### config.mk
export PLATFORM = sky130hd
export DESIGN_NAME = neurosync_input_conditioner
export DESIGN_NICKNAME = d
export VERILOG_FILES = /design/src/rtl/neurosync_input_conditioner.sv
export SDC_FILE = /design/constraint.sdc
export NUM_CORES = 1
export LEC_CHECK = 0
export CAP_MARGIN = 15
export CORE_ASPECT_RATIO = 1.5
export CORE_MARGIN = 1.5
export CORE_UTILIZATION = 50
export DETAILED_ROUTE_END_ITERATION = 7
export PLACE_DENSITY = 0.68
export SLEW_MARGIN = 20
export SYNTH_ARGS = -nofsm -noshare
export SYNTH_HDL_FRONTEND = slang
export SYNTH_SLANG_ARGS = --single-unit
### constraint.sdc
create_clock -name clock -period 4.85 [get_ports clock]
set_clock_uncertainty 0.05 [all_clocks]
set_input_delay 1.2125 -clock clock [delete_from_list [all_inputs] [get_ports clock]]
set_output_delay 1.2125 -clock clock [all_outputs]
set_load 0.02 [all_outputs]
### src/rtl/neurosync_input_conditioner.sv
// NeuroSync push-button front end.
// Per channel: 2-FF sync, polarity fix, debounce FSM, press/release strobes.
module neurosync_input_conditioner #(
  parameter int N_ENTRADAS      = 9,
  parameter int DEBOUNCE_CICLOS = 50000,
  parameter logic [N_ENTRADAS-1:0] ATIVO_BAIXO = 9'h1E0
) (
  input  logic                  clock,
  input  logic                  reset,
  input  logic [N_ENTRADAS-1:0] entradas,
  output logic [N_ENTRADAS-1:0] nivel,
  output logic [N_ENTRADAS-1:0] pulso,
  output logic [N_ENTRADAS-1:0] solto,
  output logic                  qualquer
);

  localparam int CW =
    (DEBOUNCE_CICLOS > 1) ? $clog2(DEBOUNCE_CICLOS) : 1;
  localparam logic [CW-1:0] CNT_MAX = CW'(DEBOUNCE_CICLOS - 1);
  localparam logic [CW-1:0] CNT_ONE = CW'(1);

  typedef enum logic [1:0] {
    EST0,
    CONT1,
    EST1,
    CONT0
  } estado_t;

  logic [N_ENTRADAS-1:0] r;
  logic [N_ENTRADAS-1:0] s1;
  logic [N_ENTRADAS-1:0] s2;
  estado_t               st  [N_ENTRADAS];
  logic [CW-1:0]         cnt [N_ENTRADAS];

  assign r = entradas ^ ATIVO_BAIXO;

  // Two-flop synchronizer on the polarity-corrected inputs.
  always_ff @(posedge clock or negedge reset) begin
    if (!reset) begin
      s1 <= '0;
      s2 <= '0;
    end else begin
      s1 <= r;
      s2 <= s1;
    end
  end

  // Per-channel debounce FSM; strobes default low and fire for one cycle.
  always_ff @(posedge clock or negedge reset) begin
    if (!reset) begin
      nivel <= '0;
      pulso <= '0;
      solto <= '0;
      for (int i = 0; i < N_ENTRADAS; i++) begin
        st[i]  <= EST0;
        cnt[i] <= '0;
      end
    end else begin
      for (int i = 0; i < N_ENTRADAS; i++) begin
        pulso[i] <= 1'b0;
        solto[i] <= 1'b0;
        unique case (st[i])
          EST0: begin
            if (s2[i]) begin
              st[i]  <= CONT1;
              cnt[i] <= CNT_ONE;
            end else begin
              cnt[i] <= '0;
            end
          end
          CONT1: begin
            if (!s2[i]) begin
              st[i]  <= EST0;
              cnt[i] <= '0;
            end else if (cnt[i] == CNT_MAX) begin
              st[i]    <= EST1;
              cnt[i]   <= '0;
              nivel[i] <= 1'b1;
              pulso[i] <= 1'b1;
            end else begin
              cnt[i] <= cnt[i] + CNT_ONE;
            end
          end
          EST1: begin
            if (!s2[i]) begin
              st[i]  <= CONT0;
              cnt[i] <= CNT_ONE;
            end else begin
              cnt[i] <= '0;
            end
          end
          CONT0: begin
            if (s2[i]) begin
              st[i]  <= EST1;
              cnt[i] <= '0;
            end else if (cnt[i] == CNT_MAX) begin
              st[i]    <= EST0;
              cnt[i]   <= '0;
              nivel[i] <= 1'b0;
              solto[i] <= 1'b1;
            end else begin
              cnt[i] <= cnt[i] + CNT_ONE;
            end
          end
          default: begin
            st[i]  <= EST0;
            cnt[i] <= '0;
          end
        endcase
      end
    end
  end

  assign qualquer = |pulso;

endmodule

# --- Yosys cells after proc, flatten, opt, wreduce, memory -nomap -nowiden ---
# Cells that the tools add are included.
word_totals:
  word_cells: 393
  output_inout_bits: 28
  ff_bits: 207
  in_bits: 11
op_classes:
  addsub: 9
  n_reduce_logical: 37
  n_eq_ne: 108
  bitwise: 1
  muxes: 207
ops:
  columns: ["cell", "count"]
  rows:
  - ["16-bit one-hot mux with 4 select lines", 9]
  - ["16-bit 2-to-1 mux", 27]
  - ["16-bit by 1-bit adder with 16-bit output, second input constant", 9]
  - ["16-bit == test, second input constant", 9]
  - ["2-bit 2-to-1 mux", 54]
  - ["2-bit != test, second input constant", 54]
  - ["1-bit 2-to-1 mux", 99]
  - ["2-bit one-hot mux with 4 select lines", 9]
  - ["3-bit != test, second input constant", 18]
  - ["5-bit AND reduction", 9]
  - ["2-bit == test, second input constant", 18]
  - ["4-bit AND reduction", 9]
  - ["2-bit by 1-bit == test with 1-bit output, second input constant", 9]
  - ["2-bit zero test", 9]
  - ["1-bit one-hot mux with 2 select lines", 9]
  - ["2-bit nonzero test", 9]
  - ["9-bit OR reduction", 1]
  - ["4-bit inverter", 1]

# --- Longest topological paths before layout ---
# Gate-level depths: netlist of run 1.
depth:
  word_depth: 4
  depth_mapped: 7
  mapped_depth_nobuf: 5

# --- Worst setup path before layout of run 1 ---
# No wires, ideal clock.
synth_timing:
  path_kind: "reg-to-output"
  start: "register pulso[2]"
  end: "output qualquer"
  path_stages_with_launch: 3
  arrival_ns: 0.941
  required_ns: 3.588
  n_path_buf: 0
  setup_slack_ns: 2.647
  cell_sequence: "dfrtp_1 nor4_1 nand3_1"
synth_between:
  elab_chain_len: 1
synth_rtl:
  columns: ["element", "line_no", "source"]
  rows:
  - ["from (decl)", "12", "output logic [N_ENTRADAS-1:0] pulso,"]
  - ["from (signal assigned)", "52", "pulso <= '0;"]
  - ["from (signal, indexed assignment)", "60", "pulso[i] <= 1'b0;"]
  - ["from (signal, indexed assignment)", "79", "pulso[i] <= 1'b1;"]
  - ["9-bit OR reduction", "114", "assign qualquer = |pulso;"]
  - ["to (decl)", "14", "output logic qualquer"]
# No other way between the ends.

# --- Final worst setup path of run 1 ---
# Ends and elaborated chain as after synthesis.

==> results of run 1 <==
## per-stage QoR
stage | area [um2] | cells | total power (uW) | hold WS (ps)
2_1_floorplan | 9480 | 907 | 1840 | 281
3_3_place_gp | 10100 | 1185 | 1900 | 283
3_5_place_dp | 10100 | 1185 | 1900 | 286
4_1_cts | 10800 | 1222 | 3530 | 302
5_1_grt | 10800 | 1222 | 3620 | 308
6_report | 10800 | 1222 | 3470 | 299
## synthesized netlist by cell type (5+ instances only)
library cell	number
a21oi_1	6
a2bb2oi_1	6
nor4_1	39
and2_1	6
a31oi_1	5
nand2_1	41
xnor2_1	105
nor2_1	159
inv_1	47
mux2_2	8
and3_1	5
nor3b_1	11
nor4bb_1	10
nand3b_1	5
nor4b_1	6
xor2_1	28
clkbuf_1	8
nand3_1	47
ha_1	9
dfrtp_1	207
nand4_1	41
and4_1	6
nor3_1	40
## cells in the final DEF, fill, tap and decap left out, types with 5 or more instances in the layout
cell	Yosys	final
nor3_1	40	40
inv_1	47	47
clkbuf_8	0	6
nand3b_1	5	5
and2_1	6	6
nor4b_1	6	6
clkdlybuf4s50_1	0	37
mux2_2	8	8
nor4_1	39	39
and4_1	6	6
dfrtp_1	207	207
ha_1	9	9
a2bb2oi_1	6	6
nand4_1	41	41
a31oi_1	5	5
a21oi_1	6	6
xor2_1	28	28
nand3_1	47	47
and3_1	5	5
xnor2_1	105	105
nand2_1	41	41
nor4bb_1	10	10
nor3b_1	11	11
nor2_1	159	159
clkbuf_16	0	21
## layout make-up
cell class                      instances  area share (%)
Clock buffer                           27            5.62
Clock inverter                         10           0.844
Inverter                               47            1.63
Multi-Input combinational cell        639            37.3
Sequential cell                       207            47.9
Tap cell                              252            2.91
Timing Repair Buffer                   40            3.81
## logic make-up (layout without fill, tap and decap cells)
| kind of cell | after synthesis | count (layout) | share of synthesized area, % |
|---|---|---|---|
| buffers and inverters | 61 | 124 | 2.69 |
| adders and majority gates | 9 | 9 | 1.19 |
| muxes | 8 | 8 | 0.951 |
| DFF | 207 | 207 | 54.7 |
| and+or+nand+nor | 450 | 450 | 25.3 |
| xor gates and xnor gates | 133 | 133 | 12.3 |
| AOI/OAI and AO/OA | 39 | 39 | 2.89 |
## metal layers
| layer | vias to the layer above | track usage, % |
|---|---|---|
| met2 | 98 | 31.8 |
| met1 | 3223 | 22.7 |
| li1 | 3243 | - |
| met3 | 24 | 3.21 |
| met5 | - | 0 |
| met4 | 0 | 5.58 |
## flip-flops by register name (all words and copies together) (netlist names), named ones only
register and count:
pulso 9, s1 9, s2 9, nivel 9, cnt 144, st 9, solto 9
## critical path, cell delays in order (launching register included)
cell and delay, ps:
dfrtp_1 370, nor4_1 270, nand3_1 110, clkdlybuf4s50_1 540
## worst min-delay path by stage
stage | startpoint | to | slack (ps) | cells after the start
after global routing | s1[8]$_DFF_PN0_ | s2[8]$_DFF_PN0_ | 310 | 0
after floorplan | s1[0]$_DFF_PN0_ | s2[0]$_DFF_PN0_ | 280 | 0
after detailed placement | s1[7]$_DFF_PN0_ | s2[7]$_DFF_PN0_ | 290 | 0
after CTS | s1[7]$_DFF_PN0_ | s2[7]$_DFF_PN0_ | 300 | 0
after global placement | s1[3]$_DFF_PN0_ | s2[3]$_DFF_PN0_ | 280 | 0
final | s1[7]$_DFF_PN0_ | s2[7]$_DFF_PN0_ | 300 | 0
## report_power, final
part | switching [uW] | leakage (uW) | total [uW] | internal (uW)
sequential | 21.7 | 0.00281 | 1770 | 1750
clock | 667 | 0.000345 | 1610 | 943
combinational | 64.9 | 0.00106 | 94.5 | 29.6
==> results.md, run 1 <==
Outcome:
- The flow ran to the end, and the final reports show no timing, DRC or antenna violations.

Setup path:
- At the worst endpoint, the arrival time is 1790 ps.
- The critical path endpoint is qualquer.
- The worst reg2reg path startpoint is cnt[93]$_DFF_PN0_.
- The endpoint of the worst register-to-register path is cnt[93]$_DFF_PN0_.
- The most critical setup path has its startpoint at pulso[2]$_DFF_PN0_.
- The worst-case reg-to-reg path depth is 4.
- Along the worst path, the maximum fanout reaches 2.
- The worst setup path is of the register to primary output kind.
- STA classifies the critical path startpoint as a register.
- The internal reg-to-reg setup slack is about 2600 ps.
- Data on the critical path is required at its endpoint by ~3600 ps.
- The worst setup path is captured at a primary output.

Clock tree:
- After clock tree synthesis, the repair step resized 0 gates.
- Buffers inserted to repair hold after CTS numbered 0.
- In this run the post-CTS setup repair buffer count came out at 0.
- The number of clock buffers added by TritonCTS is 21.
- The tree built by TritonCTS fans out to 207 sinks.
- The root buffer cell is clkbuf_16.
- The maximum buffer depth of the clock tree is 3.
- The number of levels in the clock H-tree is 1.
- The clock slew seen by the registers of the worst setup and hold paths is 70 ps.
- TritonCTS built the clock tree.
- The latest clock arrival within the worst-skew pair is 500 ps.

Placement:
- Detailed placement ended at an HPWL of about 11000 um.
- The number of I/O port buffers is 38.
- Before CTS, the worst setup slack after placement is ~2300 ps.
- The final RePlAce weighted congestion is 0.820.

Timing:
- For the final routed database, the setup TNS stands at 0 ps.
- Setup repair after global routing left no endpoint under its margin.
- The final-report max-slew violation count is 0.
- In this run the tightest slew margin relative to its limit is around a third.
- Timing would allow up to 0.328 GHz.
- After layout, the worst setup slack is between 1500 and 2000 ps.
- The clock period minus final worst setup slack is between 3000 and 4000 ps.
- After layout, the worst path uses 62.9% of the clock period.
- The final-report hold violation count came to 0.
- At the pin with the least slew margin, the transition time is 980 ps.
- The count of endpoints failing setup in the final report is 0.

Run:
- The number of maximum-capacitance violations is 0.

Drt:
- In the detailed route, the total length drawn on met2 is between 8000 and 9000 um.
- The wire length per cell is 13.9 um.
- The post-route met1 wirelength is ~7500 um.
- The iteration-0 DRC count of the detailed router is around 440.
- The highest metal layer carrying signal wires in the routed design is met4.
- In the routed design, unresolved DRC markers number 0.
- Summed over all layers, the routed wires come to approximately 17000 um.
- The routed layout has 6588 vias.
- The count of nets left with antenna violations once routing finished came out at 0.
- The first-pass iteration count of the detailed router is 4.
- Using the TritonRoute via totals, the vias-per-cell ratio works out to 5.39.
- The total length of routed met3 wires is approximately 670 um.

Floorplan:
- The floorplan has a little over 60 rows.
- 39 I/O pins were placed.
- The die span in y is 172 um.
- The die area is 0.0198 mm2.
- Once the floorplan was initialized, standard cells occupied 51.1% of the core.
- The floorplan step defined a core boundary enclosing 0.0185 mm2.
- The width of the die is 115 um.

Synth:
- In this run the cell area of the synthesized design comes to 0.00948 mm2.
- The leading register cell type out of synthesis is dfrtp_1.
- The number of warnings issued by yosys is 0.
- The fraction of synthesized cell area taken by the top area cell type is 54.7%.
- The cell taking the most area after synthesis is dfrtp_1.
- Of all flip-flops after synthesis, the portion carrying an async set or reset was 100%.
- Summing the sequential cell areas from Yosys gives 54.7% of the chip area.
- Synthesis inferred 207 register bits.
- The unique cell type count in the Yosys netlist is 55.
- The number of nets handed over by synthesis was 927.
- The count of mapped cells out of synthesis is around 910.
- Sorting the synthesized cells by area gives the leading types as dfrtp_1 55%, xnor2_1 9.7%, nor2_1 6.3%.
- In this run, synthesis inferred 0 flip-flops with an integrated enable.
- Averaged over all synthesized cells, the footprint is 10.4 um2.

Power and ir drop:
- In this run the power density over the cells is between 300 and 400 mW/mm2.
- The static power due to leakage is 0.00422 uW.
- The worst-case IR drop observed on VDD is 0.291 mV.

Final layout:
- The antenna cell count is 0.
- Compared with the post-synthesis result, the final layout area differs by 14.2%.
- Counting the fill cells in the layout gives 1644.
- Cells fill 58.4% of the core in the end.
- The multi-input combinational cells in the finished layout cover a total of 0.00404 mm2.
- In the final layout, flip-flops and latches occupy ~0.0052 mm2.
- The final net count is 976.
- The fraction of final layout cells with drive strength greater than 1 is 6.49%.

Global routing:
- For this run the aggregate overflow at the end of global routing stands at 0.
- The number of global-route vias before repair is 6534.
- The initial antenna violation count came to 0.
- The first global-routing pass estimated approximately 30000 um of wire.
- Global routing used 18.2% of the available tracks.
- The pin count of the biggest net entering global routing is 121.

Worst hold path:
- The class of the worst hold path is register to register.
Power figures use the tool's default switching activity.
==> inputs of run 2 (changes only) <==
==> constraint.sdc (replaced) <==
create_clock -name clock -period 3.2 [get_ports clock]
set_clock_uncertainty 0.05 [all_clocks]
set_input_delay 0.8 -clock clock [delete_from_list [all_inputs] [get_ports clock]]
set_output_delay 0.8 -clock clock [all_outputs]
set_load 0.02 [all_outputs]
==> run 2 against run 1 <==
  * Sequential share of layout area is 0.26 points lower
  * Die area stayed put
  * Utilization is 0.32 points higher
  * Largest power group unchanged
==> results.md, run 2 (synthesized netlist as in run 1, its figures left out) <==
Floorplan:
- The floorplan step defined a die boundary enclosing 0.0198 mm2.
- The die span in y is roughly 170 um.
- The I/O pin total is 39.
- The initial standard-cell utilization of the core is 51.1%.
- The placement row count is 61.
- In this run the horizontal extent of the chip is ~120 um.
- The core box area is about 0.019 mm2.

Setup path:
- The slowest cell on the critical path is clkdlybuf4s50_1.
- The peak fanout along the critical path is 2.
- The endpoint of the worst register-to-register path is cnt[87]$_DFF_PN0_.
- The signal on the critical path passes through nor4_1 -> nand3_1 -> clkdlybuf4s50_1.
- The setup check on the worst reg-to-reg path leaves a slack of 890 ps.
- The worst reg2reg path startpoint is cnt[93]$_DFF_PN0_.
- The critical path's top delay family is buffers and inverters.
- The critical path in this run is classified as register to primary output.
- STA classifies the critical path startpoint as a register.
- The worst-case reg-to-reg path depth is 4.
- The buffers plus inverters on the worst setup path is 1.
- STA classifies the critical path endpoint as a primary output.
- The required time of the critical path is 2350 ps.
- Data on the critical path arrives at its endpoint at 1800 ps.
- The stage delay of the slowest cell on the critical path is 540 ps.

Power and ir drop:
- The areal power density over the cells is 495 mW/mm2.
- The combinational share of power is 2.8%.
- The share of total power dissipated in sequential elements is 49.9%.
- The net switching power is 1140 uW.
- Net switching is 21.2% of the power.
- The worst supply voltage drop on vdd is roughly 0.4 mV.
- The internal power of the cells totals 4240 uW.
- The clock share of power is 47.4%.
- For this design the static power due to leakage is 0.00424 uW.

Clock tree:
- Once the clock tree was built, the resizer swapped 0 gates to a different size.
- The number of buffers added by the clock tree synthesis step is 22.
- The root buffer cell is clkbuf_16.
- In this run the number of H-tree levels came out at 1.
- The number of setup buffers added after CTS is 0.
- The cts-stage hold buffer count is 0.
- The clock drives around 210 sinks.
- At the later pin of the worst-skew pair, clock insertion delay measures 500 ps.
- Counting along the longest clock path gives a buffer depth of 3.
- The clock slew seen by the registers of the worst setup and hold paths is 60 ps.
- The CTS tree is yes.

Drt:
- The sum of routed wire length over all layers is 17200 um.
- The post-route DRC violation count is 0.
- Dividing the detail-routed wire length by the instance count gives 14.0 um.
- The iteration-0 DRC count of the detailed router is about 310.
- The first TritonRoute pass finished after 4 iterations.
- The routed via count is 6594.
- The antenna violation net count after detailed routing is 0.
- The average via count per standard cell is 5.38.

Placement:
- The number of I/O port buffers is 38.
- The post-DP HPWL is 11500 um.
- The final RePlAce weighted congestion is 0.828.
- Including well taps, the total number of placed cells is 1187.

Worst hold path:
- The tightest min-delay check is of the input pin to asynchronous set/reset pin type.

Final layout:
- Compared with the post-synthesis result, the final layout area differs by 14.9%.
- The library cell used most frequently in the layout, excluding fill and tap cells, is dfrtp_1.
- Leaving out fill and tap cells, the most frequent cells in the layout are 207 x dfrtp_1, 159 x nor2_1, 105 x xnor2_1.
- In the final layout, the share of cells above drive strength 1 is about 6.4%.
- The register with the most flip-flops in the final layout is cnt.
- The net count of the finished layout is about 1000.
- The flip-flop count of the largest register, all copies and words added is 144.
- The finished layout holds 1226 standard cells, fillers aside.
- The fill cell total of the finished layout is 1593.
- The number of antenna diodes in the final layout is 0.

Timing:
- Setup violations remaining at the end of the flow were counted as 0.
- Dividing the final minimum period by the clock period gives between 80% and 90%.
- Setup repair after global routing left no endpoint under its margin.
- The worst max-slew margin expressed relative to the limit is 54.7%.
- On the final layout, the worst hold slack is between 150 and 200 ps.
- Timing would allow up to roughly 0.38 GHz.
- The final-report max-slew violation count was 0.
- The setup TNS is 0 ps.
- The smallest clock period supported by the final layout is computed as roughly 2700 ps.
- The final-report hold violation count is 0.
- The slew at the pin closest to its max-slew limit is ~670 ps.

Global routing:
- The initial antenna violation count is 0.
- The first-pass GRT wire length is approximately 30000 um.
- The pin count of the biggest net entering global routing is 61.
- The number of global-route vias before repair is 6576.
- Across every metal layer, demand over resource in global routing totals approximately 18%.
- The total overflow left after global routing is 0.

Run:
- Across the run, the number of max-cap violations was 0.

Outcome:
- The run finished with clean final reports.
[run 2: cell count changes in the layout (fill, tap and decap cells not counted)]
| cell | change |
|---|---|
| clkbuf_1 | +5 |
| clkbuf_8 | -3 |
| clkbuf_16 | +2 |
| inv_6 | -2 |
| buf_12 | +1 |
| buf_4 | +1 |
| bufinv_16 | +1 |
| clkinv_4 | -1 |
[run 2: how the worst max path moves through the flow]
stage | to | cells past startpoint | slack (ps) | startpoint
after floorplan | register | 4 | 1160 | cnt[11]$_DFF_PN0_
after CTS | qualquer | 3 | 510 | pulso[4]$_DFF_PN0_
final | qualquer | 3 | 550 | pulso[4]$_DFF_PN0_
after global routing | qualquer | 3 | 450 | pulso[4]$_DFF_PN0_
after global placement | cnt[83]$_DFF_PN0_ | 4 | 930 | cnt[93]$_DFF_PN0_
after detailed placement | cnt[95]$_DFF_PN0_ | 4 | 880 | cnt[93]$_DFF_PN0_
[run 2: power by group through the flow]
stage,logic [uW],clock network (uW),registers (uW)
floorplan,72.9,0,2720
global placement,153,0,2730
detailed placement,155,0,2730
CTS,156,2640,2680
global route,175,2720,2690
finish,149,2550,2680
[run 2: area by class of cell]
cell class                 count  area (um2)  share of cell area [%]
clock buffer                  31         636                    5.84
clock inverter                 8        95.1                   0.874
inverter                      47         176                    1.62
multi-input combinational    639        4040                    37.1
sequential                   207        5180                    47.6
tap                          252         315                    2.90
timing repair buffer          42         440                    4.05
[run 2: through the flow]
| step | setup slack (ps) | util, % | instance area (um2) | total power, uW |
|---|---|---|---|---|
| 2_1_floorplan | 1160 | - | 9480 | 2800 |
| 3_3_place_gp | 933 | 54.7 | 10200 | 2880 |
| 3_5_place_dp | 880 | 54.7 | 10200 | 2890 |
| 4_1_cts | 512 | 58.7 | 10900 | 5480 |
| 5_1_grt | 454 | 58.7 | 10900 | 5580 |
| 6_report | 547 | 58.7 | 10900 | 5380 |
[run 2: routing by layer]
metal	global-route usage, %	share of wire (%)
met2	31.3	49
met3	2.75	3.7
met4	7.14	2.3
met5	0	0
met1	23.7	45
